### src/rtl/alu_multicycle_if.sv
// Request/result bundle between the ID/EX stage and the execute-stage ALU.
interface alu_multicycle_if #(
  parameter int WIDTH = 32
);
  logic             valid_i;
  logic [2:0]       ALUCtrl_i;
  logic [WIDTH-1:0] data1_i;
  logic [WIDTH-1:0] data2_i;
  logic             ready_o;
  logic             valid_o;
  logic [WIDTH-1:0] data_o;
  logic             zero_o;
  logic             busy_o;

  // Upstream side: issues requests, observes results and stall.
  modport master (
    output valid_i, ALUCtrl_i, data1_i, data2_i,
    input  ready_o, valid_o, data_o, zero_o, busy_o
  );

  // ALU side.
  modport slave (
    input  valid_i, ALUCtrl_i, data1_i, data2_i,
    output ready_o, valid_o, data_o, zero_o, busy_o
  );
endinterface

### src/rtl/alu_multicycle.sv
// Execute-stage ALU: single-cycle add/sub/and/or, iterative shift-add multiply.
module alu_multicycle #(
  parameter int WIDTH    = 32,
  parameter int MUL_STEP = 1
) (
  input logic            clk_i,
  input logic            rst_i,
  alu_multicycle_if.slave bus
);

  localparam int K  = WIDTH / MUL_STEP;
  localparam int CW = (K > 1) ? $clog2(K) : 1;

  typedef enum logic [2:0] {
    OP_ADD  = 3'b000,
    OP_SUB  = 3'b001,
    OP_MUL  = 3'b010,
    OP_AND  = 3'b011,
    OP_OR   = 3'b100,
    OP_ADD2 = 3'b101
  } op_e;

  typedef enum logic {
    IDLE,
    MUL
  } state_t;

  state_t           state_q, state_d;
  logic             ready;
  logic             accept;
  logic             last_iter;
  logic [CW-1:0]    cnt_q;
  logic [WIDTH-1:0] mcand_q;
  logic [WIDTH-1:0] mplier_q;
  logic [WIDTH-1:0] partial_q;
  logic [WIDTH-1:0] step_sum;
  logic [WIDTH-1:0] partial_nxt;
  logic [WIDTH-1:0] alu_res;
  logic [WIDTH-1:0] data_q;
  logic             zero_q;
  logic             valid_q;

  assign accept    = bus.valid_i & ready;
  assign last_iter = (cnt_q == CW'(K - 1));

  // State register.
  always_ff @(posedge clk_i) begin
    if (!rst_i) state_q <= IDLE;
    else        state_q <= state_d;
  end

  // Next-state logic: a mul leaves IDLE, the K-th iteration returns.
  always_comb begin
    state_d = state_q;
    unique case (state_q)
      IDLE: if (accept && bus.ALUCtrl_i == OP_MUL) state_d = MUL;
      MUL:  if (last_iter) state_d = IDLE;
      default: state_d = IDLE;
    endcase
  end

  // FSM outputs: accept requests only while idle.
  always_comb begin
    ready = 1'b0;
    unique case (state_q)
      IDLE:    ready = 1'b1;
      MUL:     ready = 1'b0;
      default: ready = 1'b0;
    endcase
  end

  // Single-cycle result; illegal codes yield zero.
  always_comb begin
    alu_res = '0;
    case (bus.ALUCtrl_i)
      OP_ADD, OP_ADD2: alu_res = bus.data1_i + bus.data2_i;
      OP_SUB:          alu_res = bus.data1_i - bus.data2_i;
      OP_AND:          alu_res = bus.data1_i & bus.data2_i;
      OP_OR:           alu_res = bus.data1_i | bus.data2_i;
      default:         alu_res = '0;
    endcase
  end

  // One iteration's contribution: the multiplicand (pre-shifted by the
  // iterations already done) gated by each of the next MUL_STEP multiplier bits.
  always_comb begin
    step_sum = '0;
    for (int unsigned j = 0; j < MUL_STEP; j++) begin
      if (mplier_q[j]) step_sum = step_sum + (mcand_q << j);
    end
    partial_nxt = partial_q + step_sum;
  end

  // Datapath: operand capture, iteration and result registers.
  always_ff @(posedge clk_i) begin
    if (!rst_i) begin
      valid_q   <= 1'b0;
      data_q    <= '0;
      zero_q    <= 1'b0;
      cnt_q     <= '0;
      mcand_q   <= '0;
      mplier_q  <= '0;
      partial_q <= '0;
    end else begin
      valid_q <= 1'b0;
      if (accept) begin
        if (bus.ALUCtrl_i == OP_MUL) begin
          mcand_q   <= bus.data1_i;
          mplier_q  <= bus.data2_i;
          partial_q <= '0;
          cnt_q     <= '0;
        end else begin
          data_q  <= alu_res;
          zero_q  <= (alu_res == '0);
          valid_q <= 1'b1;
        end
      end else if (state_q == MUL) begin
        partial_q <= partial_nxt;
        mcand_q   <= mcand_q << MUL_STEP;
        mplier_q  <= mplier_q >> MUL_STEP;
        cnt_q     <= cnt_q + CW'(1);
        if (last_iter) begin
          data_q  <= partial_nxt;
          zero_q  <= (partial_nxt == '0);
          valid_q <= 1'b1;
        end
      end
    end
  end

  assign bus.ready_o = ready;
  assign bus.busy_o  = ~ready;
  assign bus.valid_o = valid_q;
  assign bus.data_o  = data_q;
  assign bus.zero_o  = zero_q;

endmodule

### src/flat_wrapper.sv
// flat-port wrapper written by rule: the top's interface ports become plain ports
module alu_multicycle_flat 
#(
  parameter int WIDTH    = 32,
  parameter int MUL_STEP = 1
)
  (clk_i, rst_i, bus_valid_i, bus_ALUCtrl_i, bus_data1_i, bus_data2_i, bus_ready_o, bus_valid_o, bus_data_o, bus_zero_o, bus_busy_o);
  alu_multicycle_if #(.WIDTH(WIDTH)) bus_i ();
  input logic clk_i;
  input logic rst_i;
  input wire logic [$bits(bus_i.valid_i)-1:0] bus_valid_i;
  input wire logic [$bits(bus_i.ALUCtrl_i)-1:0] bus_ALUCtrl_i;
  input wire logic [$bits(bus_i.data1_i)-1:0] bus_data1_i;
  input wire logic [$bits(bus_i.data2_i)-1:0] bus_data2_i;
  output wire logic [$bits(bus_i.ready_o)-1:0] bus_ready_o;
  output wire logic [$bits(bus_i.valid_o)-1:0] bus_valid_o;
  output wire logic [$bits(bus_i.data_o)-1:0] bus_data_o;
  output wire logic [$bits(bus_i.zero_o)-1:0] bus_zero_o;
  output wire logic [$bits(bus_i.busy_o)-1:0] bus_busy_o;
  assign bus_i.valid_i = bus_valid_i;
  assign bus_i.ALUCtrl_i = bus_ALUCtrl_i;
  assign bus_i.data1_i = bus_data1_i;
  assign bus_i.data2_i = bus_data2_i;
  assign bus_ready_o = bus_i.ready_o;
  assign bus_valid_o = bus_i.valid_o;
  assign bus_data_o = bus_i.data_o;
  assign bus_zero_o = bus_i.zero_o;
  assign bus_busy_o = bus_i.busy_o;
  alu_multicycle #(.WIDTH(WIDTH), .MUL_STEP(MUL_STEP)) u_core (.clk_i(clk_i), .rst_i(rst_i), .bus(bus_i));
endmodule
### config.mk
export PLATFORM = sky130hd
export DESIGN_NAME = alu_multicycle_flat
export DESIGN_NICKNAME = d
export VERILOG_FILES = /design/src/rtl/alu_multicycle_if.sv /design/src/rtl/alu_multicycle.sv /design/src/flat_wrapper.sv
export SDC_FILE = /design/constraint.sdc
export NUM_CORES = 1
export LEC_CHECK = 0
export ABC_AREA = 1
export ABC_CLOCK_PERIOD_IN_PS = 8200
export CAP_MARGIN = 10
export CELL_PAD_IN_SITES_DETAIL_PLACEMENT = 1
export CELL_PAD_IN_SITES_GLOBAL_PLACEMENT = 2
export CORE_UTILIZATION = 33
export CTS_CLUSTER_DIAMETER = 30
export DETAILED_ROUTE_END_ITERATION = 12
export PLACE_DENSITY_LB_ADDON = 0.1
export SYNTH_ARGS = -nofsm -noshare
export SYNTH_HDL_FRONTEND = slang
export SYNTH_SLANG_ARGS = --single-unit
### constraint.sdc
create_clock -name clk_i -period 8.2 [get_ports clk_i]
set_clock_uncertainty 0.05 [all_clocks]
set_input_delay 1.64 -clock clk_i [delete_from_list [all_inputs] [get_ports clk_i]]
set_output_delay 1.64 -clock clk_i [all_outputs]
set_load 0.03 [all_outputs]
==> results of run 1 <==
-- logic make-up after synthesis --
group	Yosys count
compound gates	362
fa+ha+maj	69
xor+xnor	37
flops	136
simple gates	1181
buf+inv	390
-- report_power, final --
part / leakage (nW) / internal (W) / switching [W]
clock network: 0.292 / 0.000515 / 0.000341
registers: 1.11 / 0.000695 / 0.0000245
logic: 5.77 / 0.000202 / 0.000407
total: 7.17 / 0.00141 / 0.000773
-- worst max-delay path: cells and delay by family --
family	cells	cell delay [ns]
AND/OR/NAND/NOR	17	2.52
XOR/XNOR	1	0.11
AO/OA/AOI/OAI	3	0.66
adder cells (fa/ha/maj)	2	0.60
buffers and inverters	2	0.66
-- per-layer routing --
layer  vias to the layer above  part of all wire  GRT usage
met2                       199              0.46      0.450
li1                       7073                 -          -
met5                         -                 0          0
met3                        45             0.026     0.0230
met1                      6775              0.49      0.366
met4                         0             0.019     0.0674
-- state kept, by name, summed over array words and instances, names as in the netlist --
signal / flops
u_core.bus.zero_o: 1
u_core.state_q: 1
u_core.bus.valid_o: 1
u_core.bus.data_o: 32
u_core.partial_q: 32
u_core.mplier_q: 32
u_core.cnt_q: 5
u_core.mcand_q: 32
-- through the flow --
| step | cell area (µm²) | util |
|---|---|---|
| after detailed placement | 13800 | 0.375 |
| after global placement | 13800 | 0.375 |
| after global routing | 14400 | 0.392 |
| after CTS | 14400 | 0.392 |
| final | 14400 | 0.392 |
| after floorplan | 12400 | - |
-- worst paths after layout --
| check | from | to | cells past startpoint |
|---|---|---|---|
| setup / recovery | bus_data2_i[0] | u_core.bus.zero_o | 25 |
| hold / removal | u_core.cnt_q[4] | u_core.cnt_q[4] | 2 |
| setup reg to reg | u_core.mplier_q[0] | u_core.bus.zero_o | 20 |
| hold reg to reg | u_core.cnt_q[4] | u_core.cnt_q[4] | 2 |
-- cell type report --
| cell class | instances | share of cell area |
|---|---|---|
| clock inverter | 11 | 0.0121 |
| multi-input combinational | 1649 | 0.568 |
| inverter | 310 | 0.0809 |
| timing repair buffer | 117 | 0.0788 |
| tap | 468 | 0.0406 |
| clock buffer | 19 | 0.0307 |
| sequential | 136 | 0.189 |
-- layout by cell type (no fill, tap or decap), drive strengths merged, types with 6 or more instances in the layout --
cell and instances:
a21oi 114, a31oi 105, buf 13, clkbuf 19, clkdlybuf4s50 104, clkinv 7
dfxtp 136, ha 67, inv 307, nand2 778, nand3 128, nand3b 13
nand4 29, nor2 206, nor3 14, o211ai 8, o21ai 120, o21bai 6
or2 8, xnor2 7, xor2 30
==> summary.txt, run 1 <==
Status: complete, no violations
Post-CTS setup buffers: 0
Antenna viol nets, final: 0
CP peak stage delay: 0.49 ns
Clk buf depth: 2
Clock-pin transition on the worst setup and hold timing paths: 0.07 ns
Grt ovf: 0
Synth Area in Compound Gates: 0.165
Core area: 36,800 µm²
Row cnt: 70
Syn avg cell area: 5.70 µm²
DP HPWL: 40.3 mm
Full die area: 38,300 µm²
First-pass GRT wire length: 79.7 mm
Multi-input gate area: 8190 µm²
Asr flop ratio synth: 0
Area Growth Syn to Fin: 16.4%
I/O pin count: 106
Most used flip-flop cell after synthesis: dfxtp_1
Final Wtd Congestion: 0.877
Worst Tran Pin Value: 1.01 ns
Clock sink count: 136
Worst-path fanout max: 5
Startpoint types: primary input
Fin cells: 2,710
Yosys warnings: 0
RSZ-0062 raised after global routing: false
Synth top area share: 0.229
Cell variety after synth: 44
Syn Std Cell Area: 12,400 µm²
Hold Buf Count CTS: 0
Wirelength per Cell: 18.6 µm
Routed via count: 14,100
Number of flops mapped to enable cells by yosys: 0
Hold Fails Final Rpt: 0
LEAKAGE: 7.17 nW
Worst path required time: 8.53 ns
Fmax: 0.171 GHz
Post-synth net total: 2,314
Initial antenna violation count: 0
GRT Total Usage: 0.267
Multiplexer area fraction after synthesis: 0
CP dominant cell by count: nand2_1
H-tree depth: 4
Vias in the first global route: 14,200
Adder-cell share of the synthesized area: 0.0709
PortBufs: 105
DR pass1 iterations: 5
Min cycle time layout: 5.86 ns
Setup TNS: 0 ns
Commonest cells post-synth: nand2_1 (756), inv_1 (304), nor2_1 (193)
Xor and xnor fraction of the mapped netlist area: 0.0262
WL final: 50.5 mm
CP Class: primary input to register
CTS tree: yes
PD cells: 152 nW/µm²
Initial Utilization: 0.337
Pwr Total: 0.00218 W
Count leader, synth: nand2_1
Drt drc: 0
Synth top area cells: nand2_1 (23%), dfxtp_1 (22%), inv_1 (9.2%)
Crit path capture type: register
Resize count post-CTS: 0
Max-cap violation count: 0
FF/Latch Area: 2720 µm²
Crit-path slowest cell: clkdlybuf4s50_1
Slew margin rel.: 0.327
Placed insts: 2,680
Fillers: 5,014
Slew Viols, Final: 0
Finish-stage setup viols: 0
Fraction of layout cells with a size suffix above 1: 0.0495
DP Worst Slack: 1.92 ns
Hold WC Path Type: register to register
Leading area contributor after synthesis: nand2_1
Synth Area in Simple Gates: 0.398
Largest family of logic cells by synthesized area: simple AND/OR/NAND/NOR gates
Die Y: 196 µm
Worst vdd ir: 0.148 mV
Die span in x: 196 µm
Setup WS post-layout: 2.34 ns
Setup slack, reg-to-reg: 4.92 ns
Largest net degree at the start of global routing: 98
WHS: 0.419 ns
Root Buffer: clkbuf_16
Seq/Total Area, Yosys: 0.220
Final #Nets: 2,370
Initial DRC count: 674
Final period util: 0.715
CTS Buf Count: 17
Yosys reg bits: 136
Antenna Diode Count: 0
Post-Synthesis Cells: 2,175
Skew-Pair Late Insertion Delay: 0.45 ns
Arr. time, crit path: 6.19 ns
Avg Vias per Cell: 5.20
Power figures use the tool's default switching activity.
==> run 2, diff against run 1 <==
--- a/config.mk
+++ b/config.mk
@@ -6,11 +6,11 @@
 export NUM_CORES = 1
 export LEC_CHECK = 0
 export ABC_AREA = 1
-export ABC_CLOCK_PERIOD_IN_PS = 8200
+export ABC_CLOCK_PERIOD_IN_PS = 5100
 export CAP_MARGIN = 10
 export CELL_PAD_IN_SITES_DETAIL_PLACEMENT = 1
 export CELL_PAD_IN_SITES_GLOBAL_PLACEMENT = 2
-export CORE_UTILIZATION = 33
+export CORE_UTILIZATION = 28
 export CTS_CLUSTER_DIAMETER = 30
 export DETAILED_ROUTE_END_ITERATION = 12
 export PLACE_DENSITY_LB_ADDON = 0.1
==> constraint.sdc (replaced) <==
create_clock -name clk_i -period 5.1 [get_ports clk_i]
set_clock_uncertainty 0.05 [all_clocks]
set_input_delay 1.02 -clock clk_i [delete_from_list [all_inputs] [get_ports clk_i]]
set_output_delay 1.02 -clock clk_i [all_outputs]
set_load 0.03 [all_outputs]
==> summary.txt, run 2 (synthesized netlist as in run 1, its figures left out) <==
GRT Total Usage: 0.245 (was 0.267)
CP startpoint: bus_data2_i[0] (unchanged)
Clk buf depth: 2 (unchanged)
Slew margin rel.: 0.291 (was 0.327)
DP HPWL: 44.0 mm (was 40.3 mm)
Vias in the first global route: 14,600 (was 14,200)
Most frequent cells in the layout: nand2_1 (756), inv_1 (301), nor2_1 (192) (unchanged)
CTS Buf Count: 17 (unchanged)
Hold Fails Final Rpt: 0 (unchanged)
Worst vdd ir: 0.222 mV (was 0.148 mV)
Die span in x: 212 µm (was 196 µm)
Worst path required time: 5.44 ns (was 8.53 ns)
Worst-path fanout max: 5 (unchanged)
PD cells: 239 nW/µm² (was 152 nW/µm²)
Core Util, Final: 0.345 (was 0.392)
Row cnt: 76 (was 70)
CTS tree: yes (unchanged)
I/O pin count: 106 (unchanged)
Clk network pwr share: 0.386 (was 0.392)
Final period util: 0.910
Design Area, Final: 15,000 µm² (was 14,400 µm²)
Seq pwr share: 0.324 (was 0.329)
Fmax: 0.215 GHz
LEAKAGE: 7.43 nW (was 7.17 nW)
Area Growth Syn to Fin: 20.8% (was 16.4%)
Initial Utilization: 0.286 (was 0.337)
Wirelength per Cell: 18.7 µm (was 18.6 µm)
Finish-stage setup viols: 0 (unchanged)
Crit path capture type: register (unchanged)
Critical R2R Capture: u_core.bus.zero_o (unchanged)
Routed via count: 14,100 (about the same)
Hold Buf Count CTS: 0 (unchanged)
Final #Nets: 2,421 (was 2,370)
Max-cap violation count: 0 (unchanged)
First-pass GRT wire length: 83.7 mm (was 79.7 mm)
Clock-pin transition on the worst setup and hold timing paths: 0.07 ns (about the same)
Setup TNS: 0 ns (unchanged)
Avg Vias per Cell: 4.88 (was 5.20)
Antenna Diode Count: 0 (unchanged)
WL final: 53.9 mm (was 50.5 mm)
WHS: 0.419 ns (about the same)
Die Y: 212 µm (was 196 µm)
DR pass1 iterations: 5 (unchanged)
Initial DRC count: 686 (was 674)
Final Wtd Congestion: 0.893 (was 0.877)
Worst reg2reg path startpoint: u_core.mplier_q[0] (unchanged)
Fraction of layout cells with a size suffix above 1: 0.0728 (was 0.0495)
Switching share of power: 0.363 (was 0.354)
Grt ovf: 0 (unchanged)
Startpoint types: primary input (unchanged)
Hold WC Path Type: register to register (unchanged)
Min cycle time layout: 4.64 ns
Core area: 43,400 µm² (was 36,800 µm²)
Root Buffer: clkbuf_16 (unchanged)
Initial antenna violation count: 0 (unchanged)
PortBufs: 105 (unchanged)
Worst Reg2Reg Path Length in Cells: 20 (unchanged)
Arr. time, crit path: 4.99 ns (was 6.19 ns)
Switch Pwr: 0.00130 W (was 0.000773 W)
Worst hold path cell count: 2 (unchanged)
Clock sink count: 136 (unchanged)
Worst Tran Pin Value: 1.06 ns (was 1.01 ns)
RSZ-0062 raised after global routing: false (unchanged)
CP Class: primary input to register (unchanged)
Combinational power share: 0.290 (was 0.279)
Pint: 0.00227 W (was 0.00141 W)
Status: complete, no violations (unchanged)
Skew-Pair Late Insertion Delay: 0.46 ns (was 0.45 ns)
Drt drc: 0 (unchanged)
Full die area: 45,100 µm² (was 38,300 µm²)
Largest net degree at the start of global routing: 62 (was 98)
Setup slack, reg-to-reg: 1.80 ns (was 4.92 ns)
H-tree depth: 4 (unchanged)
Commonest non-fill, non-tap cell in the layout: nand2_1 (unchanged)
Min-delay src: u_core.mplier_q[21] (was u_core.cnt_q[4])
Slew Viols, Final: 0 (unchanged)
Antenna viol nets, final: 0 (unchanged)
Cell Area, Placed: 14,300 µm² (was 13,800 µm²)
Hold Path Sink: u_core.mplier_q[20] (was u_core.cnt_q[4])
## run 2: cell types whose count changed in the layout (fill, tap and decap cells not counted), sizes merged
cell    previous run  this run
buf               13        64
bufinv             4         3
clkinv             7         5
inv              307       312
## run 2: final cells by class
cell class | instances | area, µm²
Clock inverter | 13 | 166
Sequential cell | 136 | 2720
Multi-Input combinational cell | 1649 | 8200
Fill cell | 5857 | 28400
Inverter | 310 | 1170
Clock buffer | 19 | 453
Tap cell | 585 | 732
Timing Repair Buffer | 168 | 1530
## run 2: power groups by stage
stage	clock (W)	combinational (W)	sequential, W
after floorplan	0	0.000580	0.00121
after global placement	0	0.00103	0.00118
after detailed placement	0	0.00104	0.00118
after CTS	0.00141	0.00104	0.00116
after global routing	0.00146	0.00115	0.00116
final	0.00138	0.00103	0.00116
## run 2: what timing repair did
item	in CTS	in global routing
endpoints found under the setup margin	0	1
setup buffers	0	1
gates resized for setup	0	2
## run 2: per-layer routing
metal  global-route usage  up-vias  share of wire
li1                     -     7187              -
met1                0.333     6656           0.49
met2                0.409      163           0.46
met3               0.0194       57          0.020
met4               0.0744        0          0.023
met5                    0        -              0
## run 2: worst max path at each step
stage	endpoint	slack [ns]	cells past startpoint
4_1_cts	u_core.bus.zero_o	0.32	25
5_1_grt	u_core.bus.zero_o	0.04	31
2_1_floorplan	u_core.bus.zero_o	1.17	24
3_3_place_gp	u_core.bus.zero_o	-0.12	25
3_5_place_dp	u_core.bus.zero_o	-0.15	25
6_report	u_core.bus.zero_o	0.46	25
## run 2: stage by stage
stage,worst slack [ns],instances,power (W)
floorplan,1.17,2175,0.00179
global placement,-0.122,2847,0.00221
detailed placement,-0.154,2847,0.00222
CTS,0.322,2879,0.00361
global route,0.0371,2880,0.00377
finish,0.457,2880,0.00357
## run 2: worst max-delay path, cell delays in order
cell             delay [ns]
clkdlybuf4s50_1        0.43
inv_1                  0.10
ha_1                   0.18
nand4_1                0.15
nor2_2                 0.17
nand4_2                0.18
nor4_4                 0.24
buf_4                  0.18
a41oi_2                0.15
xor2_1                 0.18
ha_1                   0.36
nand2_1                0.14
nor2_1                 0.24
nand2_1                0.17
nor2_1                 0.13
nand2_1                0.09
nand3_1                0.10
nand2_1                0.05
nand3_1                0.08
nand2_1                0.12
nor2_1                 0.14
nand2_1                0.06
nor2_1                 0.09
nand4_1                0.10
a21oi_1                0.14
==> patch (flow settings as in run 1) <==
`WIDTH` is set to 32 in 3 places; all go to 16.
--- a/src/rtl/alu_multicycle_if.sv
+++ b/src/rtl/alu_multicycle_if.sv
@@ -1,5 +1,5 @@
 // Request/result bundle between the ID/EX stage and the execute-stage ALU.
 interface alu_multicycle_if #(
-  parameter int WIDTH = 32
+  parameter int WIDTH = 16
 );
   logic             valid_i;
--- a/src/rtl/alu_multicycle.sv
+++ b/src/rtl/alu_multicycle.sv
@@ -1,5 +1,5 @@
 // Execute-stage ALU: single-cycle add/sub/and/or, iterative shift-add multiply.
 module alu_multicycle #(
-  parameter int WIDTH    = 32,
+  parameter int WIDTH    = 16,
   parameter int MUL_STEP = 1
 ) (
--- a/src/flat_wrapper.sv
+++ b/src/flat_wrapper.sv
@@ -2,5 +2,5 @@
 module alu_multicycle_flat 
 #(
-  parameter int WIDTH    = 32,
+  parameter int WIDTH    = 16,
   parameter int MUL_STEP = 1
 )
Ports: changed (resized bus_data1_i, bus_data2_i and bus_data_o); port bits go from 106 to 58. The function was not compared with the original's and may differ.
==> patch against run 1 <==
  * Via count fell by 55%
  * Clock power down 50%
  * Area after synthesis fell by 53%
  * Sequential share of layout area up 1.6 points
  * Setup slack gained 910 ps
  * Wire length shrank 60%
  * Final area shrank 52%
  * Sequential cell count fell by 65
  * Die area decreased by 52%
  * Total power is 51% lower
  * Critical path type unchanged
  * Critical endpoint unchanged
  * Largest power group unchanged
==> patch: results (changes against run 1) <==
The pin count of the biggest net entering global routing was 63 (-36%); the multi-input combinational gate total was 744 (-55%). In this run the most critical hold path is launched from u_core.cnt_q[3]$_SDFFE_PN0P_. The logs give 32.7 mm (-59%) for the wire length of the first global-routing pass and 9.44 mm (-60%) for the routed length on met2.

The worst reg-to-reg path cell count is 11 (-45%). The number of nets in the layout was 1,115 (-53%); the peak ir drop on the vdd network was 0.0849 mV (-43%). The post-CTS setup buffer count is 0 (unchanged). After synthesis, the cell types taking the most area are dfxtp_1, nand2_1, inv_1, ha_1, nand3_1. The logs give 20.1 mm (-60%) for the routed wire length and 0.230 (-0.0376) for the global-route usage over all layers. Biggest fanout along the worst timing path: 4 (-1).

The end of the worst hold path is u_core.cnt_q[3]$_SDFFE_PN0P_. The run gives 2850 ps (+930 ps) as the worst setup slack before clock tree synthesis. The startpoint of the worst register-to-register path was u_core.state_q$_SDFF_PN0_.

The weighted congestion reported at the end of routability-driven placement is 0.804 (-8.4%), and the average vias per placed instance is 4.94 (-5.1%). The count of plain and timing-repair buffers in the layout works out to 62 (-47%). The proportion of synthesized chip area in sequential cells is 0.242 (+0.0221). The highest cell delay on the worst timing path is 460 ps (-30 ps). The tools report the gate count of the mapped netlist as 1,004 (-54%).

The tools report the fraction of met3 tracks used by global routing as 0.0206 (-0.00246). The ratio of cells with drive above 1 in the final layout is 0.0392 (-0.0103). The logs give 34 (-23%) for the number of distinct standard cells referenced by the synthesized netlist and 340 ps (-110 ps) for the insertion delay of the later-clocked pin in the worst-skew pair. The overall power was 1.07 mW (-51%); the share of cell area taken by flip-flops and latches was 0.205 (+0.0165). The run gives 3 (-1) as the number of H-tree levels.

The global-route met1 utilization came out at 0.316 (-0.0502). The actual slew at the worst max-slew pin is 1010 ps (-1.96 ps), and the fraction of cell area in non-clock buffers is 0.0878 (+0.00904). The detailed-route wire length per cell is 15.8 µm (-15%). The leakage power total is 3.48 nW (-51%), and the cell total after placement is 1,255 (-53%). The most used flip-flop cell after synthesis is dfxtp_1. The count of buffers from port buffering is 57 (-46%). The tools report the worst flop-to-flop path endpoint as u_core.bus.data_o[10]$_SDFFE_PN0P_. The routed length on met1 is 10.1 mm (-59%). The half-perimeter wire length after placement is 16.1 mm (-60%), and the count of clock tree sinks is 71 (-48%). By count the netlist is led by nand2_1, inv_1, nor2_1. The achievable frequency came out at 0.202 GHz (+18%).

The number of design-rule violations left by the first detailed-router iteration was 250 (-63%); the global routing met2 resource utilization was 0.392 (-0.0583). The run finished with clean final reports. The antenna diode instance count is 0 (unchanged), and the inverter count of the layout excluding clock inverters is 153 (-51%). The synthesis warning total was 0 (unchanged).

The number of filler cells placed in the layout was 2,374 (-53%). Number of global-route vias before repair: 6,226 (-56%). For the sum of met3 wire segment lengths after detailed routing, the log shows 394 µm (-70%).

The clock tree buffer count of the final layout was 9 (-10); the share of the final layout cell area in multi-input gates was 0.537 (-0.0315). The number of iterations in the first detailed-routing pass was 4 (-1).
==> patch: cell types whose count changed after synthesis, moves of 34 or more <==
cell / run 1 / this run
inv_1: 304 / 147
a21oi_1: 110 / 54
a31oi_1: 105 / 44
nand3_1: 125 / 61
dfxtp_1: 136 / 71
o21ai_0: 117 / 52
clkbuf_1: 57 / 23
nor2_1: 193 / 74
nand2_1: 756 / 346
==> patch: kinds of logic after synthesis <==
| kind of cell | Yosys count | share of synthesized area |
|---|---|---|
| and+or+nand+nor | 523 | 0.366 |
| DFF | 71 | 0.242 |
| AOI/OAI and AO/OA | 169 | 0.162 |
| adders and majority gates | 36 | 0.0792 |
| xor gates and xnor gates | 16 | 0.0238 |
| buffers and inverters | 189 | 0.127 |
==> patch: stage by stage <==
| stage | instance area, µm² | hold slack [ps] |
|---|---|---|
| after floorplan | 5880 | 390 |
| after global placement | 6600 | 402 |
| after detailed placement | 6600 | 409 |
| after CTS | 6920 | 418 |
| after global routing | 6920 | 442 |
| final | 6920 | 420 |
